$ cat config.mk
export PLATFORM = sky130hd
export DESIGN_NAME = mouse_pattern_gen
export DESIGN_NICKNAME = d
export VERILOG_FILES = /design/src/rtl/mouse_pattern_gen.sv
export SDC_FILE = /design/constraint.sdc
export NUM_CORES = 1
export LEC_CHECK = 0
export CAP_MARGIN = 15
export CORE_ASPECT_RATIO = 1.5
export CORE_UTILIZATION = 30
export DETAILED_ROUTE_END_ITERATION = 8
export PLACE_DENSITY = 0.55
export SETUP_SLACK_MARGIN = 0.05
export SLEW_MARGIN = 30
export SYNTH_ARGS = -nofsm -noshare
export SYNTH_HDL_FRONTEND = slang
export SYNTH_SLANG_ARGS = --single-unit
$ cat constraint.sdc
create_clock -name clk -period 6.1 [get_ports clk]
set_input_delay 1.22 -clock clk [delete_from_list [all_inputs] [get_ports clk]]
set_output_delay 1.22 -clock clk [all_outputs]
set_load 0.01 [all_outputs]
$ cat src/rtl/mouse_pattern_gen.sv
// mouse_pattern_gen: boot-protocol style HID mouse report source.
// Emits {buttons, dx, dy, wheel} reports at REPORT_HZ over valid/ready.
// Optional build macro MOUSE_JITTER_EN adds LFSR-driven +/-1 jitter to
// the non-zero dx/dy components of pattern reports.
module mouse_pattern_gen #(
   parameter int CLK_HZ       = 27000000,
   parameter int REPORT_HZ    = 125,
   parameter int AXIS_W       = 8,
   parameter int NUM_PATTERNS = 4,
   parameter int STEP         = 4,
   parameter int SIDE_LEN     = 32
) (
   input  logic                             clk,
   input  logic                             rst_n,
   input  logic                             pattern_enable,
   input  logic [$clog2(NUM_PATTERNS)-1:0]  pattern_select,
   input  logic                             report_ready,
   output logic                             report_valid,
   output logic [2:0]                       report_buttons,
   output logic signed [AXIS_W-1:0]         report_dx,
   output logic signed [AXIS_W-1:0]         report_dy,
   output logic signed [AXIS_W-1:0]         report_wheel,
   output logic                             overrun,
   output logic [1:0]                       seg_idx
);

   localparam int DIV   = CLK_HZ / REPORT_HZ;
   localparam int DIV_W = (DIV > 1) ? $clog2(DIV) : 1;
   localparam int SEL_W = $clog2(NUM_PATTERNS);
   localparam int CNT_W = (SIDE_LEN > 1) ? $clog2(SIDE_LEN) : 1;
   localparam logic signed [AXIS_W-1:0] STEP_P = AXIS_W'(STEP);
   localparam logic signed [AXIS_W-1:0] STEP_N = -STEP_P;

   if (DIV < 2) begin : g_bad_div
      $error("mouse_pattern_gen: CLK_HZ/REPORT_HZ must be at least 2");
   end
   if (NUM_PATTERNS < 4) begin : g_bad_np
      $error("mouse_pattern_gen: NUM_PATTERNS must be at least 4");
   end
   if (STEP > (2 ** (AXIS_W - 1)) - 1) begin : g_bad_step
      $error("mouse_pattern_gen: STEP does not fit the signed axis width");
   end
   if (SIDE_LEN < 1) begin : g_bad_side
      $error("mouse_pattern_gen: SIDE_LEN must be at least 1");
   end

   typedef enum logic [2:0] {
      S_IDLE     = 3'd0,
      S_RUN      = 3'd1,
      S_PEND     = 3'd2,
      S_REL      = 3'd3,
      S_PEND_REL = 3'd4
   } state_t;

   state_t                   state_q, state_d;
   logic [DIV_W-1:0]         div_q, div_d;
   logic [CNT_W-1:0]         cnt_q, cnt_d;
   logic [1:0]               seg_q, seg_d;
   logic [SEL_W-1:0]         sel_q;
   logic                     chg_q, chg_d;
   logic                     valid_q, valid_d;
   logic                     ovr_q, ovr_d;
   logic [2:0]               btn_q, btn_d;
   logic signed [AXIS_W-1:0] dx_q, dx_d, dy_q, dy_d, wh_q, wh_d;

   logic                     tick_s;
   logic                     change_s;
   logic                     hs_s;
   logic [1:0]               eff_seg_s;
   logic [2:0]               pat_btn_s;
   logic signed [AXIS_W-1:0] pat_dx_s, pat_dy_s, pat_wh_s;
   logic signed [AXIS_W-1:0] out_dx_s, out_dy_s;

   assign change_s = (pattern_select != sel_q);
   assign hs_s     = valid_q & report_ready;

   // Report-rate divider: free-runs outside IDLE, pulses tick on wrap.
   always_comb begin
      tick_s = 1'b0;
      div_d  = div_q;
      if (state_q == S_IDLE) begin
         div_d = '0;
      end else if (div_q == DIV_W'(DIV - 1)) begin
         div_d  = '0;
         tick_s = 1'b1;
      end else begin
         div_d = div_q + DIV_W'(1);
      end
   end

   // Pattern table: report content for the selected pattern and segment.
   // A pattern change seen in RUN restarts from segment 0 immediately.
   always_comb begin
      eff_seg_s = (state_q == S_RUN && change_s) ? 2'd0 : seg_q;
      pat_btn_s = 3'b000;
      pat_dx_s  = '0;
      pat_dy_s  = '0;
      pat_wh_s  = '0;
      case (pattern_select)
         SEL_W'(0): begin
            case (eff_seg_s)
               2'd0:    pat_dx_s = STEP_P;
               2'd1:    pat_dy_s = STEP_P;
               2'd2:    pat_dx_s = STEP_N;
               default: pat_dy_s = STEP_N;
            endcase
         end
         SEL_W'(1): pat_dx_s  = eff_seg_s[0] ? STEP_N : STEP_P;
         SEL_W'(2): pat_btn_s = {2'b00, ~eff_seg_s[0]};
         SEL_W'(3): pat_wh_s  = eff_seg_s[1] ? {AXIS_W{1'b1}} : AXIS_W'(1);
         default:   pat_btn_s = 3'b000;
      endcase
   end

`ifdef MOUSE_JITTER_EN
   localparam logic signed [AXIS_W:0] MAX_EXT = (AXIS_W + 1)'((2 ** (AXIS_W - 1)) - 1);
   localparam logic signed [AXIS_W:0] MIN_EXT = -MAX_EXT;

   logic [15:0]       lfsr_q;
   logic signed [1:0] jit_s;
   logic              emit_s;

   function automatic logic signed [AXIS_W-1:0] sat_add(
      input logic signed [AXIS_W-1:0] v,
      input logic signed [1:0]        j
   );
      logic signed [AXIS_W:0] s;
      s = {v[AXIS_W-1], v} + {{(AXIS_W - 1){j[1]}}, j};
      if (s > MAX_EXT) begin
         s = MAX_EXT;
      end else if (s < MIN_EXT) begin
         s = MIN_EXT;
      end else begin
         s = s;
      end
      return s[AXIS_W-1:0];
   endfunction

   assign emit_s   = tick_s & ((state_q == S_RUN) | (state_q == S_REL));
   assign jit_s    = (lfsr_q[1:0] == 2'b01) ? 2'sb01 :
                     (lfsr_q[1:0] == 2'b10) ? 2'sb11 : 2'sb00;
   assign out_dx_s = (pat_dx_s != '0) ? sat_add(pat_dx_s, jit_s) : pat_dx_s;
   assign out_dy_s = (pat_dy_s != '0) ? sat_add(pat_dy_s, jit_s) : pat_dy_s;

   // Galois LFSR, advanced once for every report that is emitted.
   always_ff @(posedge clk or negedge rst_n) begin
      if (!rst_n) begin
         lfsr_q <= 16'hACE1;
      end else if (emit_s) begin
         lfsr_q <= (lfsr_q >> 1) ^ (lfsr_q[0] ? 16'hB400 : 16'h0000);
      end
   end
`else
   assign out_dx_s = pat_dx_s;
   assign out_dy_s = pat_dy_s;
`endif

   // Control FSM: emit, hold until accepted, release cleanly on disable.
   always_comb begin
      state_d = state_q;
      cnt_d   = cnt_q;
      seg_d   = seg_q;
      chg_d   = chg_q;
      valid_d = valid_q;
      ovr_d   = ovr_q;
      btn_d   = btn_q;
      dx_d    = dx_q;
      dy_d    = dy_q;
      wh_d    = wh_q;
      case (state_q)
         S_IDLE: begin
            cnt_d = '0;
            seg_d = 2'd0;
            chg_d = 1'b0;
            if (pattern_enable) begin
               state_d = S_RUN;
            end else begin
               state_d = S_IDLE;
            end
         end
         S_RUN: begin
            chg_d = 1'b0;
            if (change_s) begin
               cnt_d = '0;
               seg_d = 2'd0;
            end else begin
               cnt_d = cnt_q;
            end
            if (tick_s) begin
               valid_d = 1'b1;
               btn_d   = pat_btn_s;
               dx_d    = out_dx_s;
               dy_d    = out_dy_s;
               wh_d    = pat_wh_s;
               state_d = S_PEND;
            end else begin
               state_d = S_RUN;
            end
         end
         S_PEND: begin
            if (tick_s) begin
               ovr_d = 1'b1;
            end else begin
               ovr_d = ovr_q;
            end
            if (change_s) begin
               chg_d = 1'b1;
            end else begin
               chg_d = chg_q;
            end
            if (hs_s) begin
               valid_d = 1'b0;
               chg_d   = 1'b0;
               if (chg_q || change_s) begin
                  cnt_d = '0;
                  seg_d = 2'd0;
               end else if (cnt_q == CNT_W'(SIDE_LEN - 1)) begin
                  cnt_d = '0;
                  seg_d = seg_q + 2'd1;
               end else begin
                  cnt_d = cnt_q + CNT_W'(1);
               end
               state_d = pattern_enable ? S_RUN : S_REL;
            end else begin
               state_d = S_PEND;
            end
         end
         S_REL: begin
            if (tick_s) begin
               valid_d = 1'b1;
               btn_d   = 3'b000;
               dx_d    = '0;
               dy_d    = '0;
               wh_d    = '0;
               state_d = S_PEND_REL;
            end else begin
               state_d = S_REL;
            end
         end
         S_PEND_REL: begin
            if (tick_s) begin
               ovr_d = 1'b1;
            end else begin
               ovr_d = ovr_q;
            end
            if (hs_s) begin
               valid_d = 1'b0;
               cnt_d   = '0;
               seg_d   = 2'd0;
               chg_d   = 1'b0;
               state_d = S_IDLE;
            end else begin
               state_d = S_PEND_REL;
            end
         end
         default: begin
            valid_d = 1'b0;
            state_d = S_IDLE;
         end
      endcase
   end

   // State, divider, position and registered report outputs.
   always_ff @(posedge clk or negedge rst_n) begin
      if (!rst_n) begin
         state_q <= S_IDLE;
         div_q   <= '0;
         cnt_q   <= '0;
         seg_q   <= 2'd0;
         sel_q   <= '0;
         chg_q   <= 1'b0;
         valid_q <= 1'b0;
         ovr_q   <= 1'b0;
         btn_q   <= 3'b000;
         dx_q    <= '0;
         dy_q    <= '0;
         wh_q    <= '0;
      end else begin
         state_q <= state_d;
         div_q   <= div_d;
         cnt_q   <= cnt_d;
         seg_q   <= seg_d;
         sel_q   <= pattern_select;
         chg_q   <= chg_d;
         valid_q <= valid_d;
         ovr_q   <= ovr_d;
         btn_q   <= btn_d;
         dx_q    <= dx_d;
         dy_q    <= dy_d;
         wh_q    <= wh_d;
      end
   end

   assign report_valid   = valid_q;
   assign report_buttons = btn_q;
   assign report_dx      = dx_q;
   assign report_dy      = dy_q;
   assign report_wheel   = wh_q;
   assign overrun        = ovr_q;
   assign seg_idx        = seg_q;

endmodule

==> flow_summary.yaml <==
status:
  status: "finished clean"
logic_synthesis:
  avgSynthCellArea_um2: 9.866
  synth_cells: 235
  yosysSeqAreaShare: 0.4317
  synth_edf_count: 0
  yosys_warnings: 0
  ys_ff_latch: 40
  synthTopCellsByArea: "dfrtp_1 43%, buf_4 6.5%, mux2_2 3.4%"
  synth.top_cell.area_share: 0.4317
  synth.distinct_cells: 51
  synth_top_area_cell: "dfrtp_1"
  ys.flop_type: "dfrtp_1"
  synthArstFlopShare: 1.000
  synth.cell_area_um2: 2318
sta:
  period_needed_ns: 2.814
  tightest_slew_ns: 0.7709
  slew_violations: 0
  skew_ns: 0.006439
  max_freq_mhz: 355.4
  tns_ns: 0
  rsz0062_at_grt: "false"
  setup_violations: 0
  slew-limit-headroom: 0.4817
  period_share: 0.4612
  finalHoldViolCount: 0
critical_path:
  r2r_setup_slack_ns: 3.84
  reg2reg_depth: 5
  path_max_fanout: 8
  crit_buf_inv: 1
  path_cells: "clkdlybuf4s50_1 > a21boi_0 > o31ai_1 > o21ai_0 > a32o_1"
  endpoint_kind: "flip-flop"
  required_ns: 6.28
  start_kind: "input port"
  crit_family: "compound AO/OA/AOI/OAI gates"
  slowest_delay_ns: 0.66
  crit_path_top_delay_cell: "o31ai_1"
  r2r_end: "div_q[4]"
  crit_path_start: "report_ready"
  r2r-start: "div_q[0]"
  worstSetupPathType: "input port to flip-flop"
  worstPathArrival_ns: 3.00
cts:
  cts-root-buf: "clkbuf_8"
  clkTransAtPathRegs_ns: 0.08
  postCtsResizedCells: 0
  cts_sinks: 40
  clock_path_buffers: 2
  cts_htree_levels: 2
  postCtsSetupBuffers: 0
  clock_latency_ns: 0.29
  cts_tree: "done"
  cts_inserted_buffers: 5
  postCtsHoldBufs: 0
routing:
  wl_per_cell_um: 13.44
  drt_iter0_drc: 43
  first_pass_iters: 4
  drc_errors: 0
  detail-route-antenna-nets: 0
  vias: 1721
  drt-total-wl_um: 4705
  vias_per_cell: 4.917
worst_hold_path:
  whs_path_depth: 1
  whs_endpoint: "overrun"
  hold_class: "flip-flop to flip-flop"
  hp-start: "overrun"
floorplan:
  core_area_um2: 7370
  dieArea_um2: 8091
  die_w_um: 73.78
  io_pins: 37
  start_util: 0.3146
  die_h_um: 109.7
  rows: 38
finish:
  nets: 259
  final_cells: 350
  diodes: 0
  mostFrequentLayoutCell: "dfrtp_1"
  drive_gt1_frac: 0.1480
  area_growth_pct: 15.16
  mostFrequentLayoutCells: "40 x dfrtp_1, 29 x clkdlybuf4s50_1, 11 x o21ai_0"
global_route:
  grt_max_degree: 41
  grt_pass1_vias: 1709
  grt_pass1_wl_um: 8017
  globalRouteTotalUtil: 0.1277
  antenna_found_initial: 0
  grt.overflow.total: 0
pwr:
  power_density_nw_per_um2: 225.9
  p_leak_nw: 1.071
  ir_worst_vdd_mv: 0.1451
place:
  dp.cells: 343
  routabilityCongestion: 0.7522
  io_buffers: 30
  hpwlAfterDp_um: 3383
job:
  drv_cap: 0
synthesized netlist by cell type, types with 2 or more instances:
cell,n
nand4_1,5
nand2_1,10
o22ai_1,2
dfrtp_1,40
o2bb2ai_1,3
nor2_1,10
o211ai_1,2
o21bai_1,2
a21oi_1,10
and3_1,5
nand3_2,2
xor2_1,7
or4_1,5
nor4_1,4
ha_1,3
xnor2_1,9
mux2i_1,2
a32o_1,2
nor2b_1,2
clkbuf_1,4
o21ai_0,11
or2_2,4
mux2_2,7
buf_2,2
or4_4,2
nand3_1,9
inv_1,9
nor3_1,5
or3_1,2
o31ai_1,5
buf_4,20
nand2b_1,2
nor2_2,10
kinds of logic after synthesis:
family,count (synthesis),share of synthesized area
and+or+nand+nor,85,0.2196
DFF,40,0.4317
AOI/OAI and AO/OA,45,0.1328
buffers and inverters,36,0.09498
adders and majority gates,3,0.01619
muxes,9,0.04264
other,1,0.001617
xor gates and xnor gates,16,0.06044
metal layers:
metal  vias up  wire length [µm]  track usage
met4         0                68      0.04121
met5         -                 0            0
met1       838              1956       0.1424
met3         6               133      0.02566
met2        31              2547       0.2372
li1        846                 -            -
cell type report:
class | count | area (µm²)
clock buffers | 7 | 96.34
fillers | 759 | 4700
inverters | 9 | 33.78
multi-input cells | 164 | 1116
flip-flops and latches | 40 | 1001
well taps | 100 | 125.1
repair buffers | 30 | 297.8
registers in the layout, summed over array words and instances, names as in the netlist:
register and count:
seg_idx 2, div_q 18, cnt_q 5, report_valid 1, overrun 1, report_dx 2
report_wheel 2, report_buttons 1, report_dy 2, chg_q 1, sel_q 2, state_q 3
stage by stage:
step,cell area [µm²],util,total power (W),setup slack [ns],hold slack [ns]
CTS,2668,0.3620,0.0006144,3.300,0.5022
floorplan,2337,-,0.0003902,3.583,0.4615
global route,2670,0.3623,0.0006431,3.110,0.5128
global placement,2571,0.3489,0.0004162,2.988,0.4705
detailed placement,2571,0.3489,0.0004191,2.986,0.4804
finish,2670,0.3623,0.0006033,3.286,0.4890
how the worst max path moves through the flow:
| stage | endpoint | cells past startpoint |
|---|---|---|
| after floorplan | cnt_q[2] | 5 |
| after detailed placement | seg_idx[1] | 5 |
| after global routing | seg_idx[0] | 5 |
| after CTS | seg_idx[1] | 5 |
| after global placement | seg_idx[0] | 5 |
| final | seg_idx[0] | 5 |
report_power, final:
group | switching [W] | leakage (nW) | total, W | internal (W)
sequential | 0.0000335 | 0.529 | 0.000323 | 0.000289
combinational | 0.0000500 | 0.492 | 0.0000898 | 0.0000398
clock | 0.0000898 | 0.0503 | 0.000191 | 0.000101
total | 0.000173 | 1.07 | 0.000603 | 0.000430
No activity file was read; power rests on OpenSTA's default activity.
